$ cat src/rtl/global_history_register_pkg.sv
// Shared types and helpers for the speculative/architectural global branch history.
// All widths derive from HIST_LEN and FETCH_W; the group shifter is written for FETCH_W == 4.
package global_history_register_pkg;

  localparam int HIST_LEN = 8;
  localparam int FETCH_W  = 4;

  typedef logic [HIST_LEN-1:0] hist_t;
  typedef logic [FETCH_W-1:0]  slot_mask_t;

  // Packed so that slot i lands at [i*HIST_LEN +: HIST_LEN] when flattened.
  typedef logic [FETCH_W-1:0][HIST_LEN-1:0] slot_hist_t;

  typedef struct packed {
    slot_mask_t valid;
    slot_mask_t is_cond;
    slot_mask_t is_jump;
    slot_mask_t pred_take;
  } fetch_grp_t;

  typedef struct packed {
    logic  vld;
    hist_t ckpt;
    logic  is_cond;
    logic  correct_take;
  } repair_t;

  typedef struct packed {
    logic vld;
    logic is_cond;
    logic take;
    logic flush;
  } commit_t;

  // Oldest bit falls off the MSB end; no saturation.
  function automatic hist_t hist_shift(input hist_t h, input logic b);
    return {h[HIST_LEN-2:0], b};
  endfunction

endpackage

$ cat src/rtl/global_history_register_if.sv
// Fetch, repair, commit and history-output signals of the GHR block.
// master drives requests and observes history; slave is the GHR itself.
interface global_history_register_if;
  import global_history_register_pkg::*;

  logic                        inst_index_ok;
  logic                        inst_req;
  logic [FETCH_W-1:0]          PRD_slotValid_i;
  logic [FETCH_W-1:0]          PRD_slotIsCond_i;
  logic [FETCH_W-1:0]          PRD_slotIsJump_i;
  logic [FETCH_W-1:0]          PHT_predTake_p_i;
  logic [HIST_LEN-1:0]         GHR_history_o;
  logic [FETCH_W*HIST_LEN-1:0] GHR_slotHist_p_o;
  logic                        BSC_repair_w_i;
  logic [HIST_LEN-1:0]         BSC_ckptHist_w_i;
  logic                        BSC_isCond_w_i;
  logic                        BSC_correctTake_w_i;
  logic                        CMT_valid_i;
  logic                        CMT_isCond_i;
  logic                        CMT_take_i;
  logic                        CMT_flush_i;

  modport master (
    output inst_index_ok, inst_req,
    output PRD_slotValid_i, PRD_slotIsCond_i, PRD_slotIsJump_i, PHT_predTake_p_i,
    output BSC_repair_w_i, BSC_ckptHist_w_i, BSC_isCond_w_i, BSC_correctTake_w_i,
    output CMT_valid_i, CMT_isCond_i, CMT_take_i, CMT_flush_i,
    input  GHR_history_o, GHR_slotHist_p_o
  );

  modport slave (
    input  inst_index_ok, inst_req,
    input  PRD_slotValid_i, PRD_slotIsCond_i, PRD_slotIsJump_i, PHT_predTake_p_i,
    input  BSC_repair_w_i, BSC_ckptHist_w_i, BSC_isCond_w_i, BSC_correctTake_w_i,
    input  CMT_valid_i, CMT_isCond_i, CMT_take_i, CMT_flush_i,
    output GHR_history_o, GHR_slotHist_p_o
  );

endinterface

$ cat src/rtl/global_history_register_group_shift.sv
// Combinational per-slot history chain for one fetch group, stopping at the first taken cond or jump.
// Zero latency; no flow control (pure function of the current history and slot flags).
module ghr_group_shift
  import global_history_register_pkg::*;
(
  input  hist_t      spec_hist,
  input  fetch_grp_t grp,
  output slot_hist_t slot_hist,
  output hist_t      next_hist
);

  always_comb begin
    hist_t h;
    logic  live;
    h         = spec_hist;
    live      = 1'b1;
    slot_hist = '0;
    for (int i = 0; i < FETCH_W; i++) begin
      slot_hist[i] = h;
      if (live && grp.valid[i]) begin
        if (grp.is_cond[i]) begin
          h = hist_shift(h, grp.pred_take[i]);
        end
        // A redirect ends the group: younger slots inherit the post-redirect history unchanged.
        if ((grp.is_cond[i] && grp.pred_take[i]) || grp.is_jump[i]) begin
          live = 1'b0;
        end
      end
    end
    next_hist = h;
  end

endmodule

$ cat src/rtl/global_history_register.sv
// Speculative GHR with per-slot checkpoints plus a retire-updated architectural copy.
// Updates visible one cycle after fire/repair/flush/retire; never stalls fetch.
module global_history_register
  import global_history_register_pkg::*;
(
  input  logic                      clk,
  input  logic                      rst,
  global_history_register_if.slave  bus
);

  hist_t      spec_ghr_q, spec_ghr_d;
  hist_t      arch_ghr_q, arch_ghr_d;
  hist_t      grp_next_hist;
  slot_hist_t grp_slot_hist;
  fetch_grp_t grp;
  repair_t    rep;
  commit_t    cmt;
  logic       fire;

  assign fire = bus.inst_index_ok & bus.inst_req;

  assign grp = '{
    valid:     bus.PRD_slotValid_i,
    is_cond:   bus.PRD_slotIsCond_i,
    is_jump:   bus.PRD_slotIsJump_i,
    pred_take: bus.PHT_predTake_p_i
  };

  assign rep = '{
    vld:          bus.BSC_repair_w_i,
    ckpt:         bus.BSC_ckptHist_w_i,
    is_cond:      bus.BSC_isCond_w_i,
    correct_take: bus.BSC_correctTake_w_i
  };

  assign cmt = '{
    vld:     bus.CMT_valid_i,
    is_cond: bus.CMT_isCond_i,
    take:    bus.CMT_take_i,
    flush:   bus.CMT_flush_i
  };

  ghr_group_shift u_group_shift (
    .spec_hist (spec_ghr_q),
    .grp       (grp),
    .slot_hist (grp_slot_hist),
    .next_hist (grp_next_hist)
  );

  always_comb begin
    arch_ghr_d = arch_ghr_q;
    if (cmt.vld && cmt.is_cond) begin
      arch_ghr_d = hist_shift(arch_ghr_q, cmt.take);
    end
  end

  // Flush restores from arch_ghr_d so a branch retiring in the flush cycle is not lost.
  always_comb begin
    spec_ghr_d = spec_ghr_q;
    if (cmt.flush) begin
      spec_ghr_d = arch_ghr_d;
    end else if (rep.vld) begin
      spec_ghr_d = rep.is_cond ? hist_shift(rep.ckpt, rep.correct_take) : rep.ckpt;
    end else if (fire) begin
      spec_ghr_d = grp_next_hist;
    end
  end

  always_ff @(posedge clk or negedge rst) begin
    if (!rst) begin
      spec_ghr_q <= '0;
      arch_ghr_q <= '0;
    end else begin
      spec_ghr_q <= spec_ghr_d;
      arch_ghr_q <= arch_ghr_d;
    end
  end

  assign bus.GHR_history_o    = spec_ghr_q;
  assign bus.GHR_slotHist_p_o = grp_slot_hist;

endmodule

$ cat src/flat_wrapper.sv
// flat-port wrapper written by rule: the top's interface ports become plain ports
module global_history_register_flat import global_history_register_pkg::*;
  (clk, rst, bus_inst_index_ok, bus_inst_req, bus_PRD_slotValid_i, bus_PRD_slotIsCond_i, bus_PRD_slotIsJump_i, bus_PHT_predTake_p_i, bus_BSC_repair_w_i, bus_BSC_ckptHist_w_i, bus_BSC_isCond_w_i, bus_BSC_correctTake_w_i, bus_CMT_valid_i, bus_CMT_isCond_i, bus_CMT_take_i, bus_CMT_flush_i, bus_GHR_history_o, bus_GHR_slotHist_p_o);
  global_history_register_if bus_i ();
  input  logic clk;
  input  logic rst;
  input wire logic [$bits(bus_i.inst_index_ok)-1:0] bus_inst_index_ok;
  input wire logic [$bits(bus_i.inst_req)-1:0] bus_inst_req;
  input wire logic [$bits(bus_i.PRD_slotValid_i)-1:0] bus_PRD_slotValid_i;
  input wire logic [$bits(bus_i.PRD_slotIsCond_i)-1:0] bus_PRD_slotIsCond_i;
  input wire logic [$bits(bus_i.PRD_slotIsJump_i)-1:0] bus_PRD_slotIsJump_i;
  input wire logic [$bits(bus_i.PHT_predTake_p_i)-1:0] bus_PHT_predTake_p_i;
  input wire logic [$bits(bus_i.BSC_repair_w_i)-1:0] bus_BSC_repair_w_i;
  input wire logic [$bits(bus_i.BSC_ckptHist_w_i)-1:0] bus_BSC_ckptHist_w_i;
  input wire logic [$bits(bus_i.BSC_isCond_w_i)-1:0] bus_BSC_isCond_w_i;
  input wire logic [$bits(bus_i.BSC_correctTake_w_i)-1:0] bus_BSC_correctTake_w_i;
  input wire logic [$bits(bus_i.CMT_valid_i)-1:0] bus_CMT_valid_i;
  input wire logic [$bits(bus_i.CMT_isCond_i)-1:0] bus_CMT_isCond_i;
  input wire logic [$bits(bus_i.CMT_take_i)-1:0] bus_CMT_take_i;
  input wire logic [$bits(bus_i.CMT_flush_i)-1:0] bus_CMT_flush_i;
  output wire logic [$bits(bus_i.GHR_history_o)-1:0] bus_GHR_history_o;
  output wire logic [$bits(bus_i.GHR_slotHist_p_o)-1:0] bus_GHR_slotHist_p_o;
  assign bus_i.inst_index_ok = bus_inst_index_ok;
  assign bus_i.inst_req = bus_inst_req;
  assign bus_i.PRD_slotValid_i = bus_PRD_slotValid_i;
  assign bus_i.PRD_slotIsCond_i = bus_PRD_slotIsCond_i;
  assign bus_i.PRD_slotIsJump_i = bus_PRD_slotIsJump_i;
  assign bus_i.PHT_predTake_p_i = bus_PHT_predTake_p_i;
  assign bus_i.BSC_repair_w_i = bus_BSC_repair_w_i;
  assign bus_i.BSC_ckptHist_w_i = bus_BSC_ckptHist_w_i;
  assign bus_i.BSC_isCond_w_i = bus_BSC_isCond_w_i;
  assign bus_i.BSC_correctTake_w_i = bus_BSC_correctTake_w_i;
  assign bus_i.CMT_valid_i = bus_CMT_valid_i;
  assign bus_i.CMT_isCond_i = bus_CMT_isCond_i;
  assign bus_i.CMT_take_i = bus_CMT_take_i;
  assign bus_i.CMT_flush_i = bus_CMT_flush_i;
  assign bus_GHR_history_o = bus_i.GHR_history_o;
  assign bus_GHR_slotHist_p_o = bus_i.GHR_slotHist_p_o;
  global_history_register u_core (.clk(clk), .rst(rst), .bus(bus_i));
endmodule
$ cat config.mk
export PLATFORM = sky130hd
export DESIGN_NAME = global_history_register_flat
export DESIGN_NICKNAME = d
export VERILOG_FILES = /design/src/rtl/global_history_register_pkg.sv /design/src/rtl/global_history_register_if.sv /design/src/rtl/global_history_register_group_shift.sv /design/src/rtl/global_history_register.sv /design/src/flat_wrapper.sv
export SDC_FILE = /design/constraint.sdc
export NUM_CORES = 1
export LEC_CHECK = 0
export CORE_MARGIN = 2
export CORE_UTILIZATION = 37
export CTS_CLUSTER_DIAMETER = 80
export DETAILED_ROUTE_END_ITERATION = 8
export PLACE_DENSITY = 0.82
export SLEW_MARGIN = 10
export SYNTH_ARGS = -nofsm -noshare
export SYNTH_HDL_FRONTEND = slang
export SYNTH_SLANG_ARGS = --single-unit
$ cat constraint.sdc
create_clock -name clk -period 2.06 [get_ports clk]
set_input_delay 0.412 -clock clk [delete_from_list [all_inputs] [get_ports clk]]
set_output_delay 0.412 -clock clk [all_outputs]
set_load 0.05 [all_outputs]
==> impl_metrics.xml, run 1 <==
<?xml version="1.0" encoding="UTF-8"?>
<metrics>
  <group name="synth">
    <metric name="synth.lib_cells_used.distinct" unit="">52</metric>
    <metric name="synth.yosys.seq_area_share" unit="">0.2579</metric>
    <metric name="syn_nets" unit="">209</metric>
    <metric name="post_synthesis_mean_instance_area" unit="sq um">8.924</metric>
    <metric name="ys_warn_count" unit="">0</metric>
    <metric name="asyncSetResetFlopFracSynth" unit="">1.000</metric>
    <metric name="ys_seq_elements" unit="">16</metric>
    <metric name="most_instantiated_flip_flop_cell_in_the_synthesis_netlist" unit="">dfrtp_1</metric>
    <metric name="syn-instance-count" unit="">174</metric>
    <metric name="synth.cell_area" unit="sq um">1553</metric>
    <metric name="synth_enable_flop_cells" unit="">0</metric>
  </group>
  <group name="timing">
    <metric name="fin_skew" unit="ns">0.004697</metric>
    <metric name="final.period_utilization" unit="">1.088</metric>
    <metric name="slew-limit-headroom" unit="">0.6545</metric>
    <metric name="worst_tran_pin_value" unit="ns">0.5175</metric>
    <metric name="layout_setup_ws" unit="ns">-0.1820</metric>
    <metric name="setup_viol" unit="">14</metric>
    <metric name="drv_slew" unit="">0</metric>
    <metric name="fin_worst_hold_slack" unit="ns">0.4401</metric>
    <metric name="min_period" unit="ns">2.242</metric>
    <metric name="fmax" unit="MHz">446.0</metric>
    <metric name="rsz0062_at_grt" unit="">yes</metric>
    <metric name="hold_violation_count_in_the_final_report" unit="">0</metric>
  </group>
  <group name="finish">
    <metric name="ant_diodes" unit="">0</metric>
    <metric name="share_of_cells_above_drive_strength_1" unit="">0.5777</metric>
    <metric name="fill_cell_instance_count_of_the_final_layout" unit="">224</metric>
    <metric name="total_area_of_multi_input_combinational_cells" unit="sq um">1222</metric>
    <metric name="flow.area_growth_from_synthesis" unit="%">108.5</metric>
    <metric name="layout.area.seq" unit="sq um">401.6</metric>
    <metric name="post-route-cell-area" unit="sq um">3237</metric>
    <metric name="finalCoreUtilization" unit="">0.8034</metric>
    <metric name="nets" unit="">332</metric>
  </group>
  <group name="setup_path">
    <metric name="worst-endpoint-arrival" unit="ns">1.83</metric>
    <metric name="crit-reg2reg-launch" unit="">u_core.bus.GHR_history_o[4]$_DFFE_PN0P_</metric>
    <metric name="critPathMaxFanout" unit="">6</metric>
    <metric name="timing.critical_path.cells" unit="">buf_6, nand2_4, or4_4, o22a_1, o21a_4, nand2_4, o21ai_4, buf_12</metric>
    <metric name="cp-end-kind" unit="">output pin</metric>
    <metric name="worst_r2r_path_depth" unit="">6</metric>
    <metric name="timing.critical_path.slowest_cell_delay" unit="ns">0.56</metric>
    <metric name="crit-reg2reg-capture" unit="">u_core.bus.GHR_history_o[7]$_DFFE_PN0P_</metric>
    <metric name="timing.setup.critical_path_class" unit="">input pin to output pin</metric>
    <metric name="critPathRequiredTime" unit="ns">1.65</metric>
    <metric name="timing.critical_path.slowest_stage_cell" unit="">or4_4</metric>
    <metric name="setup.reg_to_reg.worst_slack" unit="ns">0.33</metric>
    <metric name="setup.worst_path.start_class" unit="">input pin</metric>
    <metric name="top_cell_by_count_worst_path" unit="">nand2_4</metric>
    <metric name="cp-startpoint" unit="">bus_PRD_slotIsCond_i[1]</metric>
    <metric name="timing_endpoint_of_the_critical_path" unit="">bus_GHR_slotHist_p_o[27]</metric>
  </group>
  <group name="grt">
    <metric name="grt_overflow_total" unit="">0</metric>
    <metric name="grt_pass1_vias" unit="">2047</metric>
    <metric name="pin_count_of_the_biggest_net_entering_global_routing" unit="">14</metric>
    <metric name="grt_first_pass_wirelength" unit="microns">10030</metric>
    <metric name="grt_antenna_before_repair" unit="">0</metric>
    <metric name="grt_use_total" unit="">0.2884</metric>
  </group>
  <group name="routing">
    <metric name="dr.first_iter.drc_count" unit="">192</metric>
    <metric name="tritonroute_pass_1_iters" unit="">5</metric>
    <metric name="drc" unit="">0</metric>
    <metric name="drt-vias-per-instance" unit="">5.957</metric>
    <metric name="drt-wirelength-per-cell" unit="microns">20.52</metric>
    <metric name="wl_final" unit="microns">7100</metric>
    <metric name="residual_antenna_violating_net_count_after_detailed_routing" unit="">0</metric>
    <metric name="routed-via-count" unit="">2061</metric>
  </group>
  <group name="clock_tree">
    <metric name="cts_buffers" unit="">3</metric>
    <metric name="clock_slew_at_the_register_clock_pins_of_the_worst_setup_and_hold_paths" unit="ns">0.07</metric>
    <metric name="clk-insertion-delay-late" unit="ns">0.25</metric>
    <metric name="tritoncts" unit="">yes</metric>
    <metric name="cts_sinks" unit="">16</metric>
    <metric name="ctsLongestPathBuffers" unit="">2</metric>
    <metric name="cts_max_level" unit="">1</metric>
    <metric name="clock-root-buffer" unit="">clkbuf_8</metric>
  </group>
  <group name="floorplanning">
    <metric name="num_io_pins" unit="">75</metric>
    <metric name="dieArea" unit="sq um">4731</metric>
    <metric name="placement_rows" unit="">23</metric>
    <metric name="die_h" unit="microns">68.78</metric>
    <metric name="fp.dieW" unit="microns">68.78</metric>
    <metric name="core_area" unit="sq um">4029</metric>
    <metric name="initial_utilization" unit="">0.3854</metric>
  </group>
  <group name="placed_design">
    <metric name="globalplace.congestion" unit="">0.8554</metric>
    <metric name="detailed_place.area" unit="sq um">2894</metric>
    <metric name="post-dp-hpwl" unit="microns">4581</metric>
    <metric name="numPortBuffers" unit="">73</metric>
  </group>
  <group name="power">
    <metric name="vdd_drop_max" unit="V">0.0004855</metric>
    <metric name="power.static_leakage" unit="nW">1.453</metric>
    <metric name="power_density" unit="nW/um^2">1075</metric>
  </group>
  <group name="run">
    <metric name="maxCapViolations" unit="">0</metric>
  </group>
  <group name="min_path">
    <metric name="hold_path.class" unit="">input pin to asynchronous set/reset pin</metric>
  </group>
  <group name="run_status">
    <metric name="violations_in_the_final_reports" unit="">negative setup slack</metric>
    <metric name="status" unit="">complete, but fails checks</metric>
  </group>
</metrics>
## layout by cell type, fill, tap and decap left out, drive strengths merged, types with 5 or more instances in the layout
cell | synthesis | layout
clkdlybuf4s50 | 0 | 27
mux2 | 20 | 20
nor2 | 12 | 12
o22a | 5 | 5
nand2 | 22 | 22
dfrtp | 16 | 16
a211oi | 6 | 6
buf | 11 | 103
o21ai | 12 | 12
a21oi | 6 | 6
inv | 6 | 6
## timing repair
action / in CTS / in global routing
hold buffers: 0 / 0
pin swaps: 15 / 11
gates cloned: 0 / 0
gates resized for setup: 62 / 16
setup endpoints to repair: 32 / 18
buffers inserted: 6 / 7
## metrics by stage
step	setup slack, ns	setup TNS (ns)	std cells	power (mW)
2_1_floorplan	-0.2395	-1.414	174	1.927
3_3_place_gp	-0.6689	-13.06	330	2.921
3_5_place_dp	-0.7186	-14.05	330	2.972
4_1_cts	-0.1515	-1.434	339	3.373
5_1_grt	-0.2318	-2.358	346	3.612
6_report	-0.1820	-1.800	346	3.481
## state kept, by name, summed over array words and instances (netlist names)
name	count
u_core.arch_ghr_q	8
u_core.bus.GHR_history_o	8
## metal layers
layer | track usage | routed length [microns] | vias up
met4 | 0.1275 | 329 | 0
met1 | 0.3367 | 2567 | 991
met2 | 0.5084 | 3712 | 134
met3 | 0.05682 | 491 | 28
met5 | 0 | 0 | -
li1 | - | - | 908
## where the power goes
| part | switching [mW] | total (mW) | leakage [nW] | internal (mW) |
|---|---|---|---|---|
| clock network | 0.111 | 0.281 | 0.0288 | 0.170 |
| logic | 1.45 | 2.63 | 1.23 | 1.18 |
| registers | 0.146 | 0.566 | 0.191 | 0.420 |
| total | 1.71 | 3.48 | 1.45 | 1.77 |
## worst min path at each step
stage	endpoint	slack (ns)	depth (start not counted)
CTS	u_core.arch_ghr_q[4]$_DFF_PN0_	0.45	1
global route	u_core.arch_ghr_q[3]$_DFF_PN0_	0.46	1
finish	u_core.arch_ghr_q[4]$_DFF_PN0_	0.44	1
floorplan	u_core.arch_ghr_q[0]$_DFF_PN0_	0.12	0
detailed placement	u_core.arch_ghr_q[7]$_DFF_PN0_	0.51	1
global placement	u_core.arch_ghr_q[7]$_DFF_PN0_	0.48	1
## cell type report
cell class / count / share of cell area
well taps: 50 / 0.01933
clock buffers: 4 / 0.01701
repair buffers: 135 / 0.4534
flip-flops and latches: 16 / 0.1241
inverters: 6 / 0.008504
multi-input cells: 135 / 0.3777
## cells in the mapped netlist (all sizes together), types with 2 or more instances
| master | n | area share |
|---|---|---|
| a211oi | 6 | 0.032 |
| a21o | 3 | 0.015 |
| a21oi | 6 | 0.019 |
| a221oi | 2 | 0.015 |
| a222oi | 4 | 0.026 |
| a22o | 2 | 0.011 |
| a22oi | 4 | 0.019 |
| buf | 11 | 0.054 |
| clkbuf | 6 | 0.015 |
| dfrtp | 16 | 0.26 |
| inv | 6 | 0.015 |
| mux2 | 20 | 0.15 |
| mux2i | 3 | 0.019 |
| nand2 | 22 | 0.065 |
| nand3 | 2 | 0.0064 |
| nor2 | 12 | 0.029 |
| nor3 | 3 | 0.0097 |
| o21a | 3 | 0.016 |
| o21ai | 12 | 0.048 |
| o22a | 5 | 0.028 |
| o22ai | 3 | 0.012 |
| o31ai | 4 | 0.019 |
## cells by family (layout without fill, tap and decap cells)
group                  Yosys count  after routing  synth area share
AO/OA/AOI/OAI                   66             66            0.3433
buffers and inverters           23            145           0.08299
flip-flops                      16             16            0.2579
multiplexers                    23             23            0.1644
AND/OR/NAND/NOR                 46             46            0.1515
## critical path: cells and delay by family
family / cells / cell delay, ns
buffers and inverters: 2 / 0.24
and+or+nand+nor: 3 / 0.69
AOI/OAI and AO/OA: 3 / 0.47
(Power assumes the default switching activity.)
==> inputs of run 2 (changes only) <==
--- a/config.mk
+++ b/config.mk
@@ -5,11 +5,10 @@
 export SDC_FILE = /design/constraint.sdc
 export NUM_CORES = 1
 export LEC_CHECK = 0
-export CORE_MARGIN = 2
 export CORE_UTILIZATION = 37
 export CTS_CLUSTER_DIAMETER = 80
 export DETAILED_ROUTE_END_ITERATION = 8
-export PLACE_DENSITY = 0.82
+export PLACE_DENSITY = 0.77
 export SLEW_MARGIN = 10
 export SYNTH_ARGS = -nofsm -noshare
 export SYNTH_HDL_FRONTEND = slang
==> impl_metrics.xml, run 2 (same netlist as run 1, synthesis figures left out) <==
<?xml version="1.0" encoding="UTF-8"?>
<metrics>
  <group name="finish">
    <metric name="post-route-cell-area" unit="sq um">3247</metric>
    <metric name="flow.area_growth_from_synthesis" unit="%">109.1</metric>
    <metric name="layout.cells.most_common_list" unit="">buf_4, clkdlybuf4s50_1, buf_12, mux2_2</metric>
    <metric name="share_of_cells_above_drive_strength_1" unit="">0.5906</metric>
    <metric name="ant_diodes" unit="">0</metric>
    <metric name="nets" unit="">334</metric>
    <metric name="finalCoreUtilization" unit="">0.8059</metric>
    <metric name="final_common_cell" unit="">buf_4</metric>
    <metric name="fill_cell_instance_count_of_the_final_layout" unit="">227</metric>
  </group>
  <group name="grt">
    <metric name="grt_pass1_vias" unit="">2025</metric>
    <metric name="pin_count_of_the_biggest_net_entering_global_routing" unit="">17</metric>
    <metric name="grt_use_total" unit="">0.2961</metric>
    <metric name="grt_antenna_before_repair" unit="">0</metric>
    <metric name="grt_overflow_total" unit="">0</metric>
    <metric name="grt_first_pass_wirelength" unit="microns">9791</metric>
  </group>
  <group name="clock_tree">
    <metric name="clk-insertion-delay-late" unit="ns">0.25</metric>
    <metric name="hold_buffers" unit="">0</metric>
    <metric name="cts_sinks" unit="">16</metric>
    <metric name="cts_buffers" unit="">3</metric>
    <metric name="clock_slew_at_the_register_clock_pins_of_the_worst_setup_and_hold_paths" unit="ns">0.06</metric>
    <metric name="tritoncts" unit="">yes</metric>
    <metric name="cts_max_level" unit="">1</metric>
    <metric name="clock-root-buffer" unit="">clkbuf_8</metric>
    <metric name="ctsLongestPathBuffers" unit="">2</metric>
  </group>
  <group name="placed_design">
    <metric name="detailed_place.area" unit="sq um">2917</metric>
    <metric name="globalplace.congestion" unit="">0.7917</metric>
    <metric name="post-dp-hpwl" unit="microns">4234</metric>
    <metric name="numPortBuffers" unit="">73</metric>
  </group>
  <group name="timing">
    <metric name="fin_skew" unit="ns">0.001099</metric>
    <metric name="drv_slew" unit="">0</metric>
    <metric name="hold_violation_count_in_the_final_report" unit="">0</metric>
    <metric name="slew-limit-headroom" unit="">0.6694</metric>
    <metric name="fmax" unit="MHz">443.4</metric>
    <metric name="rsz0062_at_grt" unit="">yes</metric>
    <metric name="fin_worst_hold_slack" unit="ns">0.4909</metric>
    <metric name="setup_viol" unit="">15</metric>
    <metric name="layout_setup_ws" unit="ns">-0.1953</metric>
    <metric name="worst_tran_pin_value" unit="ns">0.4943</metric>
    <metric name="tns" unit="ns">-1.637</metric>
    <metric name="min_period" unit="ns">2.255</metric>
    <metric name="final.period_utilization" unit="">1.095</metric>
  </group>
  <group name="floorplanning">
    <metric name="initial_utilization" unit="">0.3854</metric>
    <metric name="placement_rows" unit="">23</metric>
    <metric name="dieArea" unit="sq um">4460</metric>
    <metric name="fp.dieW" unit="microns">66.78</metric>
    <metric name="core_area" unit="sq um">4029</metric>
    <metric name="die_h" unit="microns">66.78</metric>
    <metric name="num_io_pins" unit="">75</metric>
  </group>
  <group name="run">
    <metric name="maxCapViolations" unit="">0</metric>
  </group>
  <group name="power">
    <metric name="vdd_drop_max" unit="V">0.0004090</metric>
    <metric name="power_density" unit="nW/um^2">1062</metric>
    <metric name="power.static_leakage" unit="nW">1.442</metric>
    <metric name="design_power_total" unit="mW">3.450</metric>
  </group>
  <group name="setup_path">
    <metric name="setup.worst_path.start_class" unit="">input pin</metric>
    <metric name="cp-end-kind" unit="">output pin</metric>
    <metric name="worst-endpoint-arrival" unit="ns">1.84</metric>
    <metric name="critPathMaxFanout" unit="">6</metric>
    <metric name="crit-reg2reg-launch" unit="">u_core.bus.GHR_history_o[0]$_DFFE_PN0P_</metric>
    <metric name="critPathRequiredTime" unit="ns">1.65</metric>
    <metric name="setup.reg_to_reg.worst_slack" unit="ns">0.31</metric>
    <metric name="worst_r2r_path_depth" unit="">6</metric>
    <metric name="timing.setup.critical_path_class" unit="">input pin to output pin</metric>
    <metric name="crit-reg2reg-capture" unit="">u_core.bus.GHR_history_o[1]$_DFFE_PN0P_</metric>
  </group>
  <group name="run_status">
    <metric name="status" unit="">complete, but fails checks</metric>
    <metric name="violations_in_the_final_reports" unit="">negative setup slack</metric>
  </group>
  <group name="routing">
    <metric name="residual_antenna_violating_net_count_after_detailed_routing" unit="">0</metric>
    <metric name="dr.first_iter.drc_count" unit="">144</metric>
    <metric name="drt-vias-per-instance" unit="">5.868</metric>
    <metric name="drt-wirelength-per-cell" unit="microns">18.81</metric>
    <metric name="routed-via-count" unit="">2042</metric>
    <metric name="tritonroute_pass_1_iters" unit="">4</metric>
    <metric name="drc" unit="">0</metric>
    <metric name="wl_final" unit="microns">6545</metric>
  </group>
  <group name="min_path">
    <metric name="hold_path.class" unit="">input pin to asynchronous set/reset pin</metric>
  </group>
</metrics>
## run 2: cell types whose count changed in the layout (fill, tap and decap cells not counted), moves of 2 or more
cell             previous run  this run
buf_12                     23        21
clkdlybuf4s50_1            27        29
buf_4                      62        66
dlymetal6s2s_1              3         1
## run 2: routing by layer
| layer | GRT usage | part of all wire | vias up |
|---|---|---|---|
| met5 | 0 | 0 | - |
| met2 | 0.5088 | 0.53 | 122 |
| met3 | 0.05137 | 0.059 | 28 |
| met4 | 0.1436 | 0.036 | 0 |
| li1 | - | - | 916 |
| met1 | 0.3514 | 0.38 | 976 |
## run 2: worst max path at each step
stage,slack (ns),end,start,depth (start not counted)
after floorplan,-0.24,bus_GHR_slotHist_p_o[31],bus_PRD_slotValid_i[0],8
after global placement,-0.65,bus_GHR_slotHist_p_o[30],bus_PRD_slotValid_i[0],9
after detailed placement,-0.69,bus_GHR_slotHist_p_o[30],bus_PRD_slotValid_i[0],9
after CTS,-0.16,bus_GHR_slotHist_p_o[25],bus_PRD_slotIsCond_i[0],8
after global routing,-0.24,bus_GHR_slotHist_p_o[27],bus_PHT_predTake_p_i[0],7
final,-0.20,bus_GHR_slotHist_p_o[27],bus_PHT_predTake_p_i[0],7
## run 2: worst max-delay path, cell delays in order
cell     delay, ns
buf_6         0.10
or4_4         0.61
o22a_1        0.27
o21a_4        0.16
nand2_4       0.08
o21ai_4       0.06
buf_12        0.15
## run 2: stage by stage
step / setup WS, ns / cells
2_1_floorplan: -0.2395 / 174
3_3_place_gp: -0.6529 / 333
3_5_place_dp: -0.6894 / 333
4_1_cts: -0.1584 / 342
5_1_grt: -0.2424 / 348
6_report: -0.1953 / 348
## run 2: repair_timing
item                                    CTS  global route
resized for setup                        66            14
pin swaps                                19             8
setup buffers                             5             6
endpoints found under the setup margin   32            15
## run 2: layout make-up
| class | count | area, sq um | area share |
|---|---|---|---|
| Sequential cell | 16 | 401.6 | 0.1237 |
| Inverter | 6 | 27.53 | 0.008478 |
| Multi-Input combinational cell | 135 | 1249 | 0.3846 |
| Tap cell | 50 | 62.56 | 0.01927 |
| Clock buffer | 4 | 55.05 | 0.01696 |
| Timing Repair Buffer | 137 | 1451 | 0.4470 |
## run 2: power by group
group | internal (mW) | total (mW) | leakage [nW] | switching, mW
registers | 0.420 | 0.552 | 0.191 | 0.132
clock network | 0.170 | 0.282 | 0.0288 | 0.112
logic | 1.18 | 2.62 | 1.22 | 1.44
total | 1.77 | 3.45 | 1.44 | 1.68
